==> config.mk <==
export PLATFORM = sky130hd
export DESIGN_NAME = regfile_ctrl_flat
export DESIGN_NICKNAME = d
export VERILOG_FILES = /design/src/rtl/regfile_ctrl_if.sv /design/src/rtl/regfile_ctrl.sv /design/src/flat_wrapper.sv
export SDC_FILE = /design/constraint.sdc
export NUM_CORES = 1
export LEC_CHECK = 0
export ABC_AREA = 1
export CAP_MARGIN = 10
export CORE_MARGIN = 1.5
export CORE_UTILIZATION = 43
export CTS_CLUSTER_SIZE = 16
export DETAILED_ROUTE_END_ITERATION = 10
export PLACE_DENSITY = 0.87
export SLEW_MARGIN = 10
export SYNTH_ARGS = -nofsm -noshare
export SYNTH_HDL_FRONTEND = slang
export SYNTH_SLANG_ARGS = --single-unit
==> constraint.sdc <==
create_clock -name clk -period 1.7 [get_ports clk]
set_clock_uncertainty 0.15 [all_clocks]
set_input_delay 0.34 -clock clk [delete_from_list [all_inputs] [get_ports clk]]
set_output_delay 0.34 -clock clk [all_outputs]
set_load 0.01 [all_outputs]
==> src/rtl/regfile_ctrl_if.sv <==
// regfile_ctrl_if: request/response handshake bundle between an upstream client and the register-file controller
interface regfile_ctrl_if #(
    parameter int ADDR_W = 4,
    parameter int DATA_W = 32
);
    logic              req_valid;
    logic              req_ready;
    logic              req_write;
    logic [ADDR_W-1:0] req_addr;
    logic [DATA_W-1:0] req_wdata;
    logic              rsp_valid;
    logic              rsp_ready;
    logic [DATA_W-1:0] rsp_rdata;
    modport master (
        output req_valid, req_write, req_addr, req_wdata, rsp_ready,
        input  req_ready, rsp_valid, rsp_rdata
    );
    modport slave (
        input  req_valid, req_write, req_addr, req_wdata, rsp_ready,
        output req_ready, rsp_valid, rsp_rdata
    );
endinterface

==> src/rtl/regfile_ctrl.sv <==
// regfile_ctrl: zero-fills a synchronous register file after reset, then serialises read/write requests onto it
module regfile_ctrl #(
    parameter int ADDR_W = 4,
    parameter int DATA_W = 32
) (
    input  logic              clk,
    input  logic              reset_,
    regfile_ctrl_if.slave     bus,
    output logic              init_done,
    output logic              rf_we_,
    output logic [ADDR_W-1:0] rf_addr,
    output logic [DATA_W-1:0] rf_din,
    input  logic [DATA_W-1:0] rf_dout
);
    typedef enum logic [2:0] {INIT, IDLE, WRITE, READ, CAPTURE, RSP} state_t;
    localparam logic [ADDR_W-1:0] LAST = '1;
    state_t            state, state_d;
    logic [ADDR_W-1:0] cnt, cnt_d, rf_addr_d;
    logic [DATA_W-1:0] rf_din_d, rsp_rdata_d;
    logic              rf_we_d, req_ready_d, rsp_valid_d, init_done_d;
    // next state and next registered outputs; the sweep ends once the write to LAST has been presented
    always_comb begin
        state_d     = state;
        cnt_d       = cnt;
        rf_we_d     = rf_we_;
        rf_addr_d   = rf_addr;
        rf_din_d    = rf_din;
        req_ready_d = bus.req_ready;
        rsp_valid_d = bus.rsp_valid;
        rsp_rdata_d = bus.rsp_rdata;
        init_done_d = init_done;
        case (state)
            INIT: begin
                if (!rf_we_ && rf_addr == LAST) begin
                    state_d     = IDLE;
                    rf_we_d     = 1'b1;
                    req_ready_d = 1'b1;
                    init_done_d = 1'b1;
                end else begin
                    rf_we_d   = 1'b0;
                    rf_addr_d = cnt;
                    rf_din_d  = '0;
                    cnt_d     = (cnt == LAST) ? cnt : cnt + 1'b1;
                end
            end
            IDLE: begin
                if (bus.req_valid) begin
                    state_d     = bus.req_write ? WRITE : READ;
                    req_ready_d = 1'b0;
                    rf_addr_d   = bus.req_addr;
                    rf_we_d     = !bus.req_write;
                    rf_din_d    = bus.req_write ? bus.req_wdata : rf_din;
                end
            end
            WRITE: begin
                state_d     = IDLE;
                rf_we_d     = 1'b1;
                req_ready_d = 1'b1;
            end
            READ: state_d = CAPTURE;
            CAPTURE: begin
                state_d     = RSP;
                rsp_valid_d = 1'b1;
                rsp_rdata_d = rf_dout;
            end
            RSP: begin
                if (bus.rsp_ready) begin
                    state_d     = IDLE;
                    rsp_valid_d = 1'b0;
                    req_ready_d = 1'b1;
                end
            end
            default: state_d = INIT;
        endcase
    end
    // state and output registers with synchronous active-low reset
    always_ff @(posedge clk) begin
        if (!reset_) begin
            state         <= INIT;
            cnt           <= '0;
            rf_we_        <= 1'b1;
            rf_addr       <= '0;
            rf_din        <= '0;
            bus.req_ready <= 1'b0;
            bus.rsp_valid <= 1'b0;
            bus.rsp_rdata <= '0;
            init_done     <= 1'b0;
        end else begin
            state         <= state_d;
            cnt           <= cnt_d;
            rf_we_        <= rf_we_d;
            rf_addr       <= rf_addr_d;
            rf_din        <= rf_din_d;
            bus.req_ready <= req_ready_d;
            bus.rsp_valid <= rsp_valid_d;
            bus.rsp_rdata <= rsp_rdata_d;
            init_done     <= init_done_d;
        end
    end
endmodule
==> src/flat_wrapper.sv <==
// flat-port wrapper written by rule: the top's interface ports become plain ports
module regfile_ctrl_flat 
#(
    parameter int ADDR_W = 4,
    parameter int DATA_W = 32
)
  (clk, reset_, init_done, rf_we_, rf_addr, rf_din, rf_dout, bus_req_valid, bus_req_write, bus_req_addr, bus_req_wdata, bus_rsp_ready, bus_req_ready, bus_rsp_valid, bus_rsp_rdata);
  regfile_ctrl_if #(.ADDR_W(ADDR_W), .DATA_W(DATA_W)) bus_i ();
  input  logic clk;
  input  logic reset_;
  output logic init_done;
  output logic rf_we_;
  output logic [ADDR_W-1:0] rf_addr;
  output logic [DATA_W-1:0] rf_din;
  input  logic [DATA_W-1:0] rf_dout;
  input wire logic [$bits(bus_i.req_valid)-1:0] bus_req_valid;
  input wire logic [$bits(bus_i.req_write)-1:0] bus_req_write;
  input wire logic [$bits(bus_i.req_addr)-1:0] bus_req_addr;
  input wire logic [$bits(bus_i.req_wdata)-1:0] bus_req_wdata;
  input wire logic [$bits(bus_i.rsp_ready)-1:0] bus_rsp_ready;
  output wire logic [$bits(bus_i.req_ready)-1:0] bus_req_ready;
  output wire logic [$bits(bus_i.rsp_valid)-1:0] bus_rsp_valid;
  output wire logic [$bits(bus_i.rsp_rdata)-1:0] bus_rsp_rdata;
  assign bus_i.req_valid = bus_req_valid;
  assign bus_i.req_write = bus_req_write;
  assign bus_i.req_addr = bus_req_addr;
  assign bus_i.req_wdata = bus_req_wdata;
  assign bus_i.rsp_ready = bus_rsp_ready;
  assign bus_req_ready = bus_i.req_ready;
  assign bus_rsp_valid = bus_i.rsp_valid;
  assign bus_rsp_rdata = bus_i.rsp_rdata;
  regfile_ctrl #(.ADDR_W(ADDR_W), .DATA_W(DATA_W)) u_core (.clk(clk), .reset_(reset_), .bus(bus_i), .init_done(init_done), .rf_we_(rf_we_), .rf_addr(rf_addr), .rf_din(rf_din), .rf_dout(rf_dout));
endmodule
Yosys cells after proc, flatten, opt, wreduce, memory -nomap -nowiden --
Index checks and enable logic that the tools add are counted.
Operators by class: $add $sub $neg 1, reduce and logical (&&, ||, !) cells 16, mux-type cells 21, eq/ne operators 12, bitwise gates (word level) 2
Operators with widths (number):
- 32-bit two-way mux | 3
- 32-bit case mux with 2 select lines | 1
- 3-bit case mux with 6 select lines | 1
- 3-bit two-way mux | 3
- 3-bit AND reduction | 3
- 4-bit == test (second input constant) | 2
- 4-bit two-way mux | 2
- 2-bit inequality test (second input constant) | 4
- 4-bit case mux with 2 select lines | 1
- 4-bit AND reduction | 2
- 1-bit two-way mux | 7
- 3-bit by 2-bit == test with 1-bit output (second input constant) | 2
- 3-bit == test (second input constant) | 2
- 2-bit AND reduction | 3
- 4-bit by 1-bit adder with 4-bit output (second input constant) | 1
- 1-bit case mux with 4 select lines | 1
- 2-bit nonzero test | 2
- 4-bit nonzero test | 1
- 3-bit by 1-bit == test with 1-bit output (second input constant) | 1
- 3-bit logical NOT | 1
- 1-bit case mux with 3 select lines | 1
- 3-bit nonzero test | 1
- 1-bit logical NOT | 2
- 2-bit by 1-bit inequality test with 1-bit output (second input constant) | 1
- 3 further kinds | 4
Word-level totals: flip-flop bits (word level) 79, output and inout port bits 72

Logic depth before layout (Yosys ltp) --
depth in word-level cells 4, gate-level depth with buffers 9, mapped depth without buffers 8

Worst setup path after synthesis --
Ideal clock, no wire load.
path kind register to register, start register u_core.state[2], end register u_core.rf_din[24], arrival time 1.194 ns, stages on the path, launching flop included 8, path slack 0.244 ns, buffers on the path 1, period minus slack after synthesis 1.456 ns, path through dfxtp_1 nor2_4 nand3b_1 nand3_2 buf_2 nand2_1 nand2_1 nor2_1
Between the ends: longest elaborated chain between the ends 3, elaborated cells on any way between the ends 8, classes of those cells 4 x eq/ne; 1 x mux; 3 x reduce/logical
RTL lines:
- start: declaration | RTL line regfile_ctrl.sv:17 | state_t state, state_d;
- start signal: assignment | RTL line regfile_ctrl.sv:89 | state <= state_d;
- 3-bit by 1-bit == test with 1-bit output or 3-bit logical NOT (tied branches) | RTL line regfile_ctrl.sv:32 | case (state)
- 2-bit inequality test (no line) or 2-bit nonzero test (tied branches)
- 4-bit AND reduction (no line)
- end signal: assignment | RTL line regfile_ctrl.sv:93 | rf_din <= rf_din_d;
- end: declaration | RTL line regfile_ctrl.sv:12 | output logic [DATA_W-1:0] rf_din,
Several ways; a longest one is shown, not always the timed one. A chain may end at the register's enable or synchronous reset.

Final worst setup path --
start register u_core.state[0], end register u_core.rf_addr[1]
Between the ends: longest elaborated chain between the ends 3, elaborated cells on any way between the ends 7, classes of those cells 3 x eq/ne; 1 x mux; 3 x reduce/logical
RTL lines:
- 3-bit by 1-bit == test with 1-bit output or 3-bit logical NOT (tied branches) | RTL line regfile_ctrl.sv:32
- 2-bit inequality test (no line) or 2-bit nonzero test (tied branches)
- 3-bit AND reduction (no line)
- end signal: assignment | RTL line regfile_ctrl.sv:92 | rf_addr <= rf_addr_d;
- end: declaration | RTL line regfile_ctrl.sv:11 | output logic [ADDR_W-1:0] rf_addr,
Several ways; a longest one is shown, not always the timed one.

==> metrics.md <==
| Metric | Value |
|---|---|
| RSZ-0062 raised after global routing | false |
| Synthesis warning total | 0 |
| Antenna viol nets, final | 0 |
| Total clock sinks | 79 |
| Vias in the first global route | roughly 3500 |
| Met3 Use GR | roughly 6.9% |
| Largest net degree at the start of global routing | 41 |
| Later-pin clock latency in the skew report | between 0.3 and 0.4 ns |
| Max FO, Critical Path | 13 |
| Most common cell after layout, fill and taps aside | nor2_1 |
| Via density | 4.76 |
| Yosys reg bits | 79 |
| PortBufs | around 140 |
| Syn_area_per_cell | between 6 and 7 um2 |
| Share of layout cells above drive strength 1 | 6.44% |
| Sequential area share after synthesis | 44.9% |
| Flop pwr share | between 40% and 50% |
| Internal | approximately 3000 uW |
| Final period utilization | 90.0% |
| Post-DP HPWL | ~7000 um |
| Setup slack, reg-to-reg | 0.17 ns |
| Die Wd | 93.5 um |
| Worst Tran Pin Value | around 0.36 ns |
| Layout area overhead | 50.0% |
| Fmax | approximately 650 MHz |
| Drt pass-1 iters | 5 |
| Io pins | between 100 and 150 |
| Most common cell on crit path | nand2_1 |
| Final wirelength | between 9000 and 10000 um |
| Data arrival, critical path | around 1.7 ns |
| Sw power | roughly 800 uW |
| Core area | about 7800 um2 |
| Crit path time final | 1.53 ns |
| Worst r2r src | u_core.state[0]$_SDFFE_PN0P_ |
| Combinational power share | ~7.6% |
| Initial antenna violation count | 0 |
| Slew HR | 76.0% |
| First-pass GRT wire length | 15700 um |
| Die Area | ~8700 um2 |
| Status | completed |
| CP max stage delay | between 0.3 and 0.4 ns |
| # rows | 32 |
| Max Slew Vio Count | 0 |
| Hold Crit Class | in2reg |
| Post-synth cell types | 19 |
| # setup viols final | 0 |
| Final Hold Viols | 0 |
| Setup_tns | 0 ns |
| H-Tree Depth | 3 |
| CP startpoint | u_core.state[0]$_SDFFE_PN0P_ |
| Net count, final | between 700 and 800 |
| Vias post-DR | approximately 3700 |
| Post-Syn Instances | approximately 540 |
| Grt peak-use layer | met2 |
| Setup crit end | u_core.rf_addr[1]$_SDFFE_PN0P_ |
| DR iter-0 viols | 107 |
| GR Layer Usage met2 | approximately two fifths |
| CTS buffer count | 9 |
| Startpoint Class | flop |
| Final design utilization | around two thirds |
| Peak supply drop | 0.000544 V |
| CP max stage cell | dfxtp_2 |
| Lkg Pwr | between 0.002 and 0.003 uW |
| Min Hold Slack | ~0.21 ns |
| Drc violations | 0 |
| Worst reg2reg endpoint | u_core.rf_addr[1]$_SDFFE_PN0P_ |
| Fill cells | ~700 |
| Initial Util | ~45% |
| CTS max path bufs | 2 |
| Critical Path RT | ~1.8 ns |
| Cells along the critical path | nor2_2, nand2_1, inv_2, nand2_2, buf_4, nand2_1, nand2_1, a21oi_1 |
| Max cap viols | 0 |
| Postcts setup bufs | 0 |
| Total nets after synthesis | 610 |
| TritonCTS clock tree | built |
| Crit Path Class | reg2reg |
| # diodes | 0 |
| GRT Overall Usage | 22.7% |
| Net Sw Frac | 21.0% |
| Synth Cell Area | between 3000 and 4000 um2 |
| Power per cell area | between 700 and 800 nW/um2 |
| Clk pwr share | a little over two fifths |
| CP Capture Type | flop |
| Die H | approximately 94 um |
| Root buf cell | clkbuf_8 |
| R2r worst-path depth | 8 |
| Most frequent cells in the layout | 121 x nor2_1, 106 x nand2_1, 77 x inv_1, 77 x dfxtp_1, 72 x dlygate4sd2_1 |
| GP Congestion | just over 0.8 |
| CTS clk-pin slew, worst paths | around 0.090 ns |
| Grt total ovfl | 0 |
| Routing usage on met1 | between 20 and 30% |
| Mean routed wirelength per cell | between 10 and 15 um |
## cells in the mapped netlist
master,count,area share (%)
nand3_2,1,0.28
nand4_1,24,4.3
nor2_1,122,13
o21ai_1,1,0.14
xor2_1,1,0.25
inv_1,77,8.2
buf_2,15,2.1
a21oi_1,16,2.3
nand3_1,33,4.7
o21bai_1,1,0.21
dfxtp_1,79,45
nor2_4,1,0.32
nand2_1,106,11
inv_2,5,0.53
nand2_2,1,0.18
o21ai_0,35,5.0
ha_1,1,0.36
clkbuf_1,15,1.6
nand3b_1,2,0.43
## critical path: cells and delay by family (launching register included)
kind,cells,cell delay (ns)
AOI/OAI and AO/OA,1,0.14
and+or+nand+nor,5,0.52
DFF,1,0.36
buffers and inverters,2,0.28
## flip-flops by register name, summed over array words and instances, names as in the netlist
name and count:
u_core.init_done 1, u_core.rf_we_ 1, u_core.cnt 4, u_core.rf_din 32, u_core.bus.rsp_valid 1, u_core.state 3
u_core.bus.rsp_rdata 32, u_core.bus.req_ready 1, u_core.rf_addr 4
## cells by family (layout without fill, tap and decap cells)
| logic type | Yosys count | after routing | share of synthesized area, % |
|---|---|---|---|
| AO/OA/AOI/OAI | 53 | 53 | 7.60 |
| XOR/XNOR | 1 | 1 | 0.249 |
| flip-flops | 79 | 79 | 44.9 |
| buffers and inverters | 112 | 259 | 12.5 |
| AND/OR/NAND/NOR | 290 | 290 | 34.4 |
| adder cells (fa/ha/maj) | 1 | 1 | 0.355 |
## final cells by class
| class | count | area, um2 | share of cell area (%) |
|---|---|---|---|
| Clock buffer | 10 | 128 | 2.41 |
| Clock inverter | 6 | 109 | 2.06 |
| Inverter | 82 | 308 | 5.82 |
| Multi-Input combinational cell | 345 | 1510 | 28.5 |
| Sequential cell | 79 | 1580 | 30.0 |
| Tap cell | 102 | 128 | 2.41 |
| Timing Repair Buffer | 161 | 1520 | 28.8 |
## metal layers
metal | vias to the layer above | part of all wire (%)
li1 | 1930 | -
met1 | 1660 | 39
met2 | 128 | 50
met3 | 19 | 8.2
met4 | 0 | 2.0
met5 | - | 0
## per-stage QoR
stage	total power, uW	instance area (um2)	setup slack [ns]	std cells
CTS	3860	5280	0.119	785
floorplan	2010	3520	0.244	536
global placement	2210	5130	-0.0108	769
detailed placement	2220	5130	-0.0697	769
global route	3980	5290	0.0279	785
finish	3830	5290	0.171	785
## worst min-delay path by stage
stage	cells after the start	to	from
2_1_floorplan	2	u_core.cnt[3]$_SDFFE_PN0P_	u_core.cnt[3]$_SDFFE_PN0P_
3_3_place_gp	2	u_core.bus.req_ready$_SDFFE_PN0P_	u_core.bus.req_ready$_SDFFE_PN0P_
3_5_place_dp	2	u_core.init_done$_SDFFE_PN0P_	u_core.init_done$_SDFFE_PN0P_
4_1_cts	3	u_core.bus.rsp_rdata[19]$_SDFFE_PN0P_	reset_
5_1_grt	3	u_core.bus.rsp_rdata[20]$_SDFFE_PN0P_	reset_
6_report	3	u_core.bus.rsp_rdata[20]$_SDFFE_PN0P_	reset_
## power by group through the flow
stage / combinational, uW / sequential (uW) / clock [uW]
6_report: 293 / 1880 / 1660
5_1_grt: 318 / 1880 / 1780
4_1_cts: 293 / 1880 / 1690
3_5_place_dp: 297 / 1920 / 0
3_3_place_gp: 290 / 1920 / 0
2_1_floorplan: 83.3 / 1920 / 0
## what timing repair did
item	4_1_cts	5_1_grt
gates resized for setup	72	3
hold buffers	0	0
setup endpoints to repair	72	5
Power figures use the tool's default switching activity.
